File: src/rtl/cmp_pkg.sv
// Shared types for the streaming comparator: FSM states and the per-word
// compare result.
package cmp_pkg;

    typedef enum logic [1:0] {
        IDLE = 2'd0,
        RUN  = 2'd1,
        DONE = 2'd2
    } state_e;

    typedef struct packed {
        logic eq;
        logic lt;
        logic gt;
    } cmp_res_t;

endpackage

File: src/rtl/word_cmp.sv
// Combinational compare of one word pair, unsigned or two's-complement.
module word_cmp
    import cmp_pkg::*;
#(
    parameter int unsigned WIDTH = 8
) (
    input  logic [WIDTH-1:0] a,
    input  logic [WIDTH-1:0] b,
    input  logic             sgn,
    output cmp_res_t         res
);

    logic a_lt_b;
    logic a_eq_b;

    always_comb begin
        a_eq_b = (a == b);
        // Differing sign bits decide a signed compare; otherwise magnitude order matches.
        if (sgn && (a[WIDTH-1] != b[WIDTH-1])) begin
            a_lt_b = a[WIDTH-1];
        end else begin
            a_lt_b = (a < b);
        end
        res.eq = a_eq_b;
        res.lt = !a_eq_b && a_lt_b;
        res.gt = !a_eq_b && !a_lt_b;
    end

endmodule

File: src/rtl/stream_cmp.sv
// Packet-level comparator of two word streams: equality, lexicographic order,
// mismatch count and first differing index, framed by start/done.
module stream_cmp
    import cmp_pkg::*;
#(
    parameter int unsigned WIDTH   = 8,
    parameter int unsigned MAX_LEN = 16,
    parameter int unsigned LEN_W   = $clog2(MAX_LEN + 1)
) (
    input  logic             clk,
    input  logic             rst,
    input  logic             start,
    input  logic [LEN_W-1:0] len,
    input  logic             sgn,
    input  logic             in_valid,
    output logic             in_ready,
    input  logic [WIDTH-1:0] x,
    input  logic [WIDTH-1:0] y,
    output logic             busy,
    output logic             done,
    output logic             eq,
    output logic             lt,
    output logic             gt,
    output logic [LEN_W-1:0] mismatch_cnt,
    output logic [LEN_W-1:0] first_idx
);

    localparam logic [LEN_W-1:0] MaxLen = LEN_W'(MAX_LEN);
    localparam logic [LEN_W-1:0] One    = LEN_W'(1);

    state_e           state_q, state_d;
    logic [LEN_W-1:0] len_q, len_d;
    logic [LEN_W-1:0] idx_q, idx_d;
    logic [LEN_W-1:0] cnt_q, cnt_d;
    logic [LEN_W-1:0] first_q, first_d;
    logic             sgn_q, sgn_d;
    logic             eq_q, eq_d;
    logic             lt_q, lt_d;
    logic             gt_q, gt_d;
    cmp_res_t         word_res;

    word_cmp #(
        .WIDTH(WIDTH)
    ) u_word_cmp (
        .a  (x),
        .b  (y),
        .sgn(sgn_q),
        .res(word_res)
    );

    always_comb begin
        state_d = state_q;
        len_d   = len_q;
        idx_d   = idx_q;
        cnt_d   = cnt_q;
        first_d = first_q;
        sgn_d   = sgn_q;
        eq_d    = eq_q;
        lt_d    = lt_q;
        gt_d    = gt_q;
        unique case (state_q)
            IDLE: begin
                if (start) begin
                    idx_d   = '0;
                    cnt_d   = '0;
                    first_d = '0;
                    eq_d    = 1'b1;
                    lt_d    = 1'b0;
                    gt_d    = 1'b0;
                    sgn_d   = sgn;
                    if (len == '0) begin
                        state_d = DONE;
                    end else begin
                        len_d   = (len > MaxLen) ? MaxLen : len;
                        state_d = RUN;
                    end
                end
            end
            RUN: begin
                if (in_valid) begin
                    if (!word_res.eq) begin
                        cnt_d = cnt_q + One;
                        // eq_q still high means no earlier difference in this packet.
                        if (eq_q) begin
                            eq_d    = 1'b0;
                            first_d = idx_q;
                            lt_d    = word_res.lt;
                            gt_d    = word_res.gt;
                        end
                    end
                    idx_d = idx_q + One;
                    if (idx_q == len_q - One) begin
                        state_d = DONE;
                    end
                end
            end
            DONE: state_d = IDLE;
            default: state_d = IDLE;
        endcase
    end

    always_ff @(posedge clk or posedge rst) begin
        if (rst) begin
            state_q <= IDLE;
            len_q   <= '0;
            idx_q   <= '0;
            cnt_q   <= '0;
            first_q <= '0;
            sgn_q   <= 1'b0;
            eq_q    <= 1'b0;
            lt_q    <= 1'b0;
            gt_q    <= 1'b0;
        end else begin
            state_q <= state_d;
            len_q   <= len_d;
            idx_q   <= idx_d;
            cnt_q   <= cnt_d;
            first_q <= first_d;
            sgn_q   <= sgn_d;
            eq_q    <= eq_d;
            lt_q    <= lt_d;
            gt_q    <= gt_d;
        end
    end

    assign in_ready     = (state_q == RUN);
    assign busy         = (state_q != IDLE);
    assign done         = (state_q == DONE);
    assign eq           = eq_q;
    assign lt           = lt_q;
    assign gt           = gt_q;
    assign mismatch_cnt = cnt_q;
    assign first_idx    = first_q;

endmodule

File: config.mk
export PLATFORM = sky130hd
export DESIGN_NAME = stream_cmp
export DESIGN_NICKNAME = d
export VERILOG_FILES = /design/src/rtl/cmp_pkg.sv /design/src/rtl/word_cmp.sv /design/src/rtl/stream_cmp.sv
export SDC_FILE = /design/constraint.sdc
export NUM_CORES = 1
export LEC_CHECK = 0
export ABC_AREA = 1
export CAP_MARGIN = 10
export CORE_ASPECT_RATIO = 0.5
export CORE_UTILIZATION = 40
export CTS_CLUSTER_SIZE = 12
export DETAILED_ROUTE_END_ITERATION = 7
export GPL_ROUTABILITY_DRIVEN = 0
export MAX_ROUTING_LAYER = met4
export PLACE_DENSITY = 0.7
export SLEW_MARGIN = 10
export SYNTH_ARGS = -nofsm -noshare
export SYNTH_HDL_FRONTEND = slang
export SYNTH_HIERARCHICAL = 1
export SYNTH_SLANG_ARGS = --single-unit
File: constraint.sdc
create_clock -name clk -period 1.42 [get_ports clk]
set_clock_uncertainty 0.05 [all_clocks]
set_input_delay 0.284 -clock clk [delete_from_list [all_inputs] [get_ports clk]]
set_output_delay 0.284 -clock clk [all_outputs]
set_load 0.05 [all_outputs]
* Word-level counts from Yosys, hierarchy flattened
Index checks and enable logic that the tools add are counted.
W data, S select, Z words.
** Operators by class
- Order comparisons :: 2
- Muxes and demuxes :: 30
- Bitwise operators :: 1
- Add/sub/neg operators :: 3
- Reduce and logical (&&, ||, !) cells :: 15
- Equal/unequal tests :: 10
** Operator list (number)
- $mux W5 :: 8
- $pmux W5 S2 :: 3
- $mux W1 :: 11
- $add A5 B1 Y5 const B :: 2
- $reduce_and A3 Y1 :: 3
- $eq A8 B8 Y1 :: 1
- $lt A8 B8 Y1 :: 1
- $mux W2 :: 4
- $ne A2 B2 Y1 const B :: 3
- $pmux W1 S2 :: 3
- $eq A5 B5 Y1 :: 1
- $gt A5 B5 Y1 const B :: 1
- $logic_not A5 Y1 :: 1
- $reduce_and A5 Y1 :: 1
- $sub A5 B1 Y5 const B :: 1
- $ne A2 B1 Y1 const B :: 2
- $pmux W2 S2 :: 1
- $reduce_and A4 Y1 :: 1
- $reduce_bool A2 Y1 :: 2
- $logic_and A1 B1 Y1 :: 3
- $eq A2 B1 Y1 const B :: 1
- $eq A2 B2 Y1 const B :: 1
- $logic_not A1 Y1 :: 2
- $logic_not A2 Y1 :: 1
- 3 further kinds :: 3
** Word-level totals
- Register bits :: 26

* Longest topological paths before layout
- Depth in word-level cells :: 9
- Depth in mapped cells :: 13
- Gate-level depth less buffers :: 13

* Modules after synthesis
Netlist, hierarchy kept.
** By module, submodules not included
- stream_cmp :: area an instance 1398.8 µm², seq. area each 650.6 µm², cells each 174, times used 1
- word_cmp :: area an instance 261.5 µm², seq. area each 0.0 µm², cells each 44, times used 1

* Worst setup path after synthesis
No wires, ideal clock.
- Path type :: input -> register
- Start :: in y[7]
- End :: reg cnt_q[0], in the netlist mismatch_cnt[0]
- Arrival :: 1.550 ns
- Data required time :: 1.248 ns
- Setup slack :: -0.302 ns
- Stages :: 10
- Cells stage by stage :: inv_1 -> ha_1 -> nand2_1 -> nor3_2 -> buf_4 -> inv_1 -> o21ai_4 -> inv_2 -> nand3_1 -> o21ai_1
** On the way
- Longest elaborated chain between the ends :: 3
** RTL lines
- from (decl) :: RTL line stream_cmp.sv:18 : input logic [WIDTH-1:0] y,
- $eq A8 B8 Y1 :: RTL line word_cmp.sv:17 : a_eq_b = (a == b);
- via u_word_cmp.a_eq_b :: RTL line word_cmp.sv:14 : logic a_eq_b;
- $ne A2 B2 Y1 (no line)
- $reduce_and A4 Y1 (no line)
- to (signal assigned) :: RTL line stream_cmp.sv:117 : cnt_q <= cnt_d;
- to (decl) :: RTL line stream_cmp.sv:34 : logic [LEN_W-1:0] cnt_q, cnt_d;
The timed path passes the listed nets, and every way through them passes these cells.
A chain may end at the register's enable or synchronous reset.

* Final worst setup path
- Start :: reg len_q[0]
- End :: reg state_q[1]
** On the way
- Longest elaborated chain between the ends :: 4
** RTL lines
- from (decl) :: RTL line stream_cmp.sv:32 : logic [LEN_W-1:0] len_q, len_d;
- from (signal assigned) :: RTL line stream_cmp.sv:115 : len_q <= len_d;
- $sub A5 B1 Y5 :: RTL line stream_cmp.sv:92 : if (idx_q == len_q - One) begin
- $eq A5 B5 Y1 :: RTL line stream_cmp.sv:92
- $ne A2 B1 Y1 (no line)
- $reduce_and A3 Y1 (no line)
- to (signal assigned) :: RTL line stream_cmp.sv:114 : state_q <= state_d;
- to (decl) :: RTL line stream_cmp.sv:31 : state_e state_q, state_d;
No other way between the ends.

==> tab_implementation.tex <==
\begin{tabular}{lr}
\hline
Metric & Value \\
\hline
\multicolumn{2}{l}{\textbf{Status}} \\
Result of the run & finished, violations left \\
Violated checks & DRC, setup timing \\
\multicolumn{2}{l}{\textbf{STA}} \\
RSZ-0062 raised after global routing & yes \\
Setup TNS & -0.119 ns \\
Post-layout minimum cycle time & about 1.5 ns \\
Hold Vio Cnt, Final & 0 \\
Final setup viols & 8 \\
Final max-slew violation count & 0 \\
Final period util & 1.03 \\
Worst slew margin & 0.780 \\
Fmax & about 680 MHz \\
Least setup slack across all paths after layout & -0.0432 ns \\
Least-Margin Pin Slew & 0.329 ns \\
Smallest hold slack & between 0.3 and 0.4 ns \\
\multicolumn{2}{l}{\textbf{Finish}} \\
Fraction of final layout cells with drive strength greater than 1 & 0.414 \\
ANT cells & 0 \\
Final standard cell utilization of the core & 0.718 \\
Layout Area Growth over Synthesis & 70.5\% \\
Number of filler instances in the final layout & around 290 \\
Register Area & 652 µm² \\
Final std cells w/o fill & $\sim$340 \\
Multi-input combinational cell area & approximately 1100 µm² \\
Number of nets at the end of the flow & 328 \\
\multicolumn{2}{l}{\textbf{Logic synthesis}} \\
Count of mapped cells out of synthesis & 218 \\
Post-Synthesis Mean Instance Area & 7.62 µm² \\
Count of warnings emitted by yosys & 6 \\
Proportion of synthesized flip-flops having asynchronous set or reset & 1.00 \\
Leading area contributor after synthesis & sky130\_fd\_sc\_hd\_\_dfrtp\_1 \\
Post-synth top area share & 0.392 \\
Post-synthesis instance area & 1660 µm² \\
Yosys cell types & 26 \\
Syn Nets & roughly 260 \\
Sequential element share of the synthesized area & 0.392 \\
Leading post-synthesis cells by cell area & sky130\_fd\_sc\_hd\_\_dfrtp\_1 39\%, sky130\_fd\_sc\_hd\_\_nand2\_1 12\%, sky130\_fd\_sc\_hd\_\_ha\_1 8.3\% \\
Top cell types by occurrence after synthesis & 55 x sky130\_fd\_sc\_hd\_\_nand2\_1, 35 x sky130\_fd\_sc\_hd\_\_inv\_1, 26 x sky130\_fd\_sc\_hd\_\_dfrtp\_1 \\
Top flip-flop cell by instance count after synthesis & sky130\_fd\_sc\_hd\_\_dfrtp\_1 \\
Library cell with the highest instance count after synthesis & sky130\_fd\_sc\_hd\_\_nand2\_1 \\
Synthesis-stage register bit count & 26 \\
Number of enable flip-flop cells after synthesis & 0 \\
\multicolumn{2}{l}{\textbf{Clock network}} \\
Clock buffer depth & 2 \\
H-tree levels & 1 \\
CTS sink count & 26 \\
Latest clock arrival within the worst-skew pair & 0.28 ns \\
Number of buffers created by CTS & 3 \\
TritonCTS clock tree & built \\
Root Driver & sky130\_fd\_sc\_hd\_\_clkbuf\_8 \\
Count of hold buffers inserted by post-cts repair & 0 \\
Clock-pin slew on the worst setup and hold paths & 0.09 ns \\
\multicolumn{2}{l}{\textbf{Setup path}} \\
Startpoint class of the critical path & flip-flop \\
Critical path's top delay family & simple AND/OR/NAND/NOR gates \\
CP startpoint & len\_q[0] \\
Buffering stage count on the worst path with inverters included & 1 \\
Crit path kind & flip-flop to flip-flop \\
Highest net fanout along the worst path & 2 \\
Series of cell instances along the critical path & inv\_2 > ha\_4 > xnor2\_1 > nor2\_1 > nand2\_1 > nor2\_4 > nor2\_1 > nor2\_1 \\
Cell with the largest stage delay on the worst path & sky130\_fd\_sc\_hd\_\_dfrtp\_1 \\
Biggest cell delay along the critical path & 0.40 ns \\
Setup crit end kind & flip-flop \\
Critical R2R Launch & len\_q[0] \\
Most frequent cell on the critical path & sky130\_fd\_sc\_hd\_\_nor2\_1 \\
Critical path required time & 1.57 ns \\
Data arrival time at the worst-slack endpoint & 1.61 ns \\
\multicolumn{2}{l}{\textbf{Routing}} \\
DRC & 2 \\
Via-to-Cell Ratio & 4.94 \\
Number of DRC violations after detailed-routing iteration 0 & 39 \\
Detailed-route wire length per cell & 13.6 µm \\
Vias after detailed routing & approximately 1700 \\
First-pass iteration count of the detailed router & 6 \\
Residual antenna-violating net count after detailed routing & 0 \\
Total Routed Length & 4.66 mm \\
\multicolumn{2}{l}{\textbf{Global routing}} \\
Total grt overflow & 0 \\
Busiest metal layer after global routing & met2 \\
Met3 GRT Util & 0.0413 \\
Number of antenna violations at the first check in global routing & 0 \\
Routing usage on met1 & 0.266 \\
GRT Util Overall & 0.221 \\
Largest net degree at the start of global routing & 27 \\
Number of global-route vias before repair & about 1600 \\
First-pass GRT wire length & 7.18 mm \\
Global-route track usage on met2 & 0.403 \\
\multicolumn{2}{l}{\textbf{Placement}} \\
Buffers on Ports & slightly above 40 \\
Post-DP HPWL & slightly above 3 mm \\
Dpl cells & 329 \\
\multicolumn{2}{l}{\textbf{Floorplanning}} \\
Core region area & slightly below 4000 µm² \\
Die extent in x & 93.1 µm \\
Vertical die dimension & 47.6 µm \\
\# IOs & 42 \\
Area of the die & roughly 4400 µm² \\
Number of placement rows & 16 \\
Starting density of the core & 0.421 \\
\multicolumn{2}{l}{\textbf{Power}} \\
PwrDens & 1850 nW/µm² \\
LEAKAGE & approximately 0.0013 µW \\
Peak supply drop & 0.000663 V \\
\multicolumn{2}{l}{\textbf{Worst hold path}} \\
Min-delay worst type & primary input to async pin \\
\multicolumn{2}{l}{\textbf{Job}} \\
Max Cap Viol & 0 \\
\hline
\end{tabular}
[per-layer routing]
layer  vias up  share of wire
li1        853              -
met5         -              0
met4         0         0.0090
met3         4          0.024
met2        25           0.54
met1       816           0.43
[worst paths after layout]
| check | endpoint | slack [ns] | cells past startpoint |
|---|---|---|---|
| max | state_q[1] | -0.04 | 8 |
| min | first_idx[3] | 0.32 | 3 |
| max reg2reg | state_q[1] | -0.04 | 8 |
| min reg2reg | sgn_q | 0.52 | 2 |
| max in group asynchronous | state_q[1] | 0.72 | 3 |
| min in group clk | lt | 0.42 | 5 |
[tightest hold or removal path, stage by stage]
cell                              delay [ns]
sky130_fd_sc_hd__clkdlybuf4s50_1        0.40
sky130_fd_sc_hd__inv_1                  0.06
sky130_fd_sc_hd__buf_4                  0.31
[placed cells by master (no fill, tap or decap), types with 2 or more instances in the layout]
master	count
sky130_fd_sc_hd__o21ai_4	3
sky130_fd_sc_hd__o21ai_0	6
sky130_fd_sc_hd__inv_4	3
sky130_fd_sc_hd__nand3_2	4
sky130_fd_sc_hd__dlygate4sd2_1	3
sky130_fd_sc_hd__nor2_4	3
sky130_fd_sc_hd__a21oi_1	3
sky130_fd_sc_hd__nor2_1	11
sky130_fd_sc_hd__nor2_2	3
sky130_fd_sc_hd__buf_6	6
sky130_fd_sc_hd__clkbuf_2	7
sky130_fd_sc_hd__nand4_1	3
sky130_fd_sc_hd__clkdlybuf4s50_1	9
sky130_fd_sc_hd__dfrtp_1	25
sky130_fd_sc_hd__nand3_4	3
sky130_fd_sc_hd__buf_4	23
sky130_fd_sc_hd__nand2_2	3
sky130_fd_sc_hd__ha_1	2
sky130_fd_sc_hd__nand3_1	15
sky130_fd_sc_hd__xnor2_1	2
sky130_fd_sc_hd__o21ai_2	3
sky130_fd_sc_hd__clkbuf_8	3
sky130_fd_sc_hd__nand2_1	49
sky130_fd_sc_hd__o22ai_1	5
sky130_fd_sc_hd__ha_4	9
sky130_fd_sc_hd__o21ai_1	10
sky130_fd_sc_hd__buf_12	16
sky130_fd_sc_hd__nand2_4	5
sky130_fd_sc_hd__inv_2	12
sky130_fd_sc_hd__a21oi_2	2
sky130_fd_sc_hd__inv_1	24
sky130_fd_sc_hd__nor3_1	2
[through the flow]
stage | instance area (µm²) | total power, µW | setup WS [ns]
floorplan | 1730 | 2810 | -0.265
global placement | 2490 | 3970 | -0.860
detailed placement | 2490 | 4030 | -0.925
CTS | 2730 | 4930 | -0.0353
global route | 2830 | 5550 | -0.118
finish | 2830 | 5230 | -0.0432
[sequential cells by signal, summed over array words and instances, names as in the netlist]
name,flops
sgn_q,1
state_q,2
idx_q,5
len_q,5
eq,1
mismatch_cnt,5
gt,1
first_idx,5
lt,1
[cells by family (layout without fill, tap and decap cells)]
group	count (synthesis)	in the layout	synth area share
buffers and inverters	42	112	0.0972
adders and majority gates	11	11	0.0829
AOI/OAI and AO/OA	32	34	0.123
DFF	26	26	0.392
xor gates and xnor gates	2	2	0.0106
and+or+nand+nor	105	105	0.295
[layout make-up]
cell class / instances / area share
clock buffer: 3 / 0.0146
clock inverter: 1 / 0.0106
inverter: 41 / 0.0632
multi-input combinational: 152 / 0.395
sequential: 26 / 0.230
tap: 54 / 0.0239
timing repair buffer: 67 / 0.262
[where the power goes]
group	internal (µW)	total [µW]	switching [µW]
logic	1490	3340	1840
clock network	377	613	235
registers	974	1280	309
total	2850	5230	2390
[what timing repair did]
item	in CTS	in global routing
pin swaps	22	26
buffers inserted	5	6
endpoints found under the setup margin	18	24
gates cloned	2	0
gates resized for setup	67	39
endpoints found under the hold margin	0	0
(Power assumes the default switching activity.)
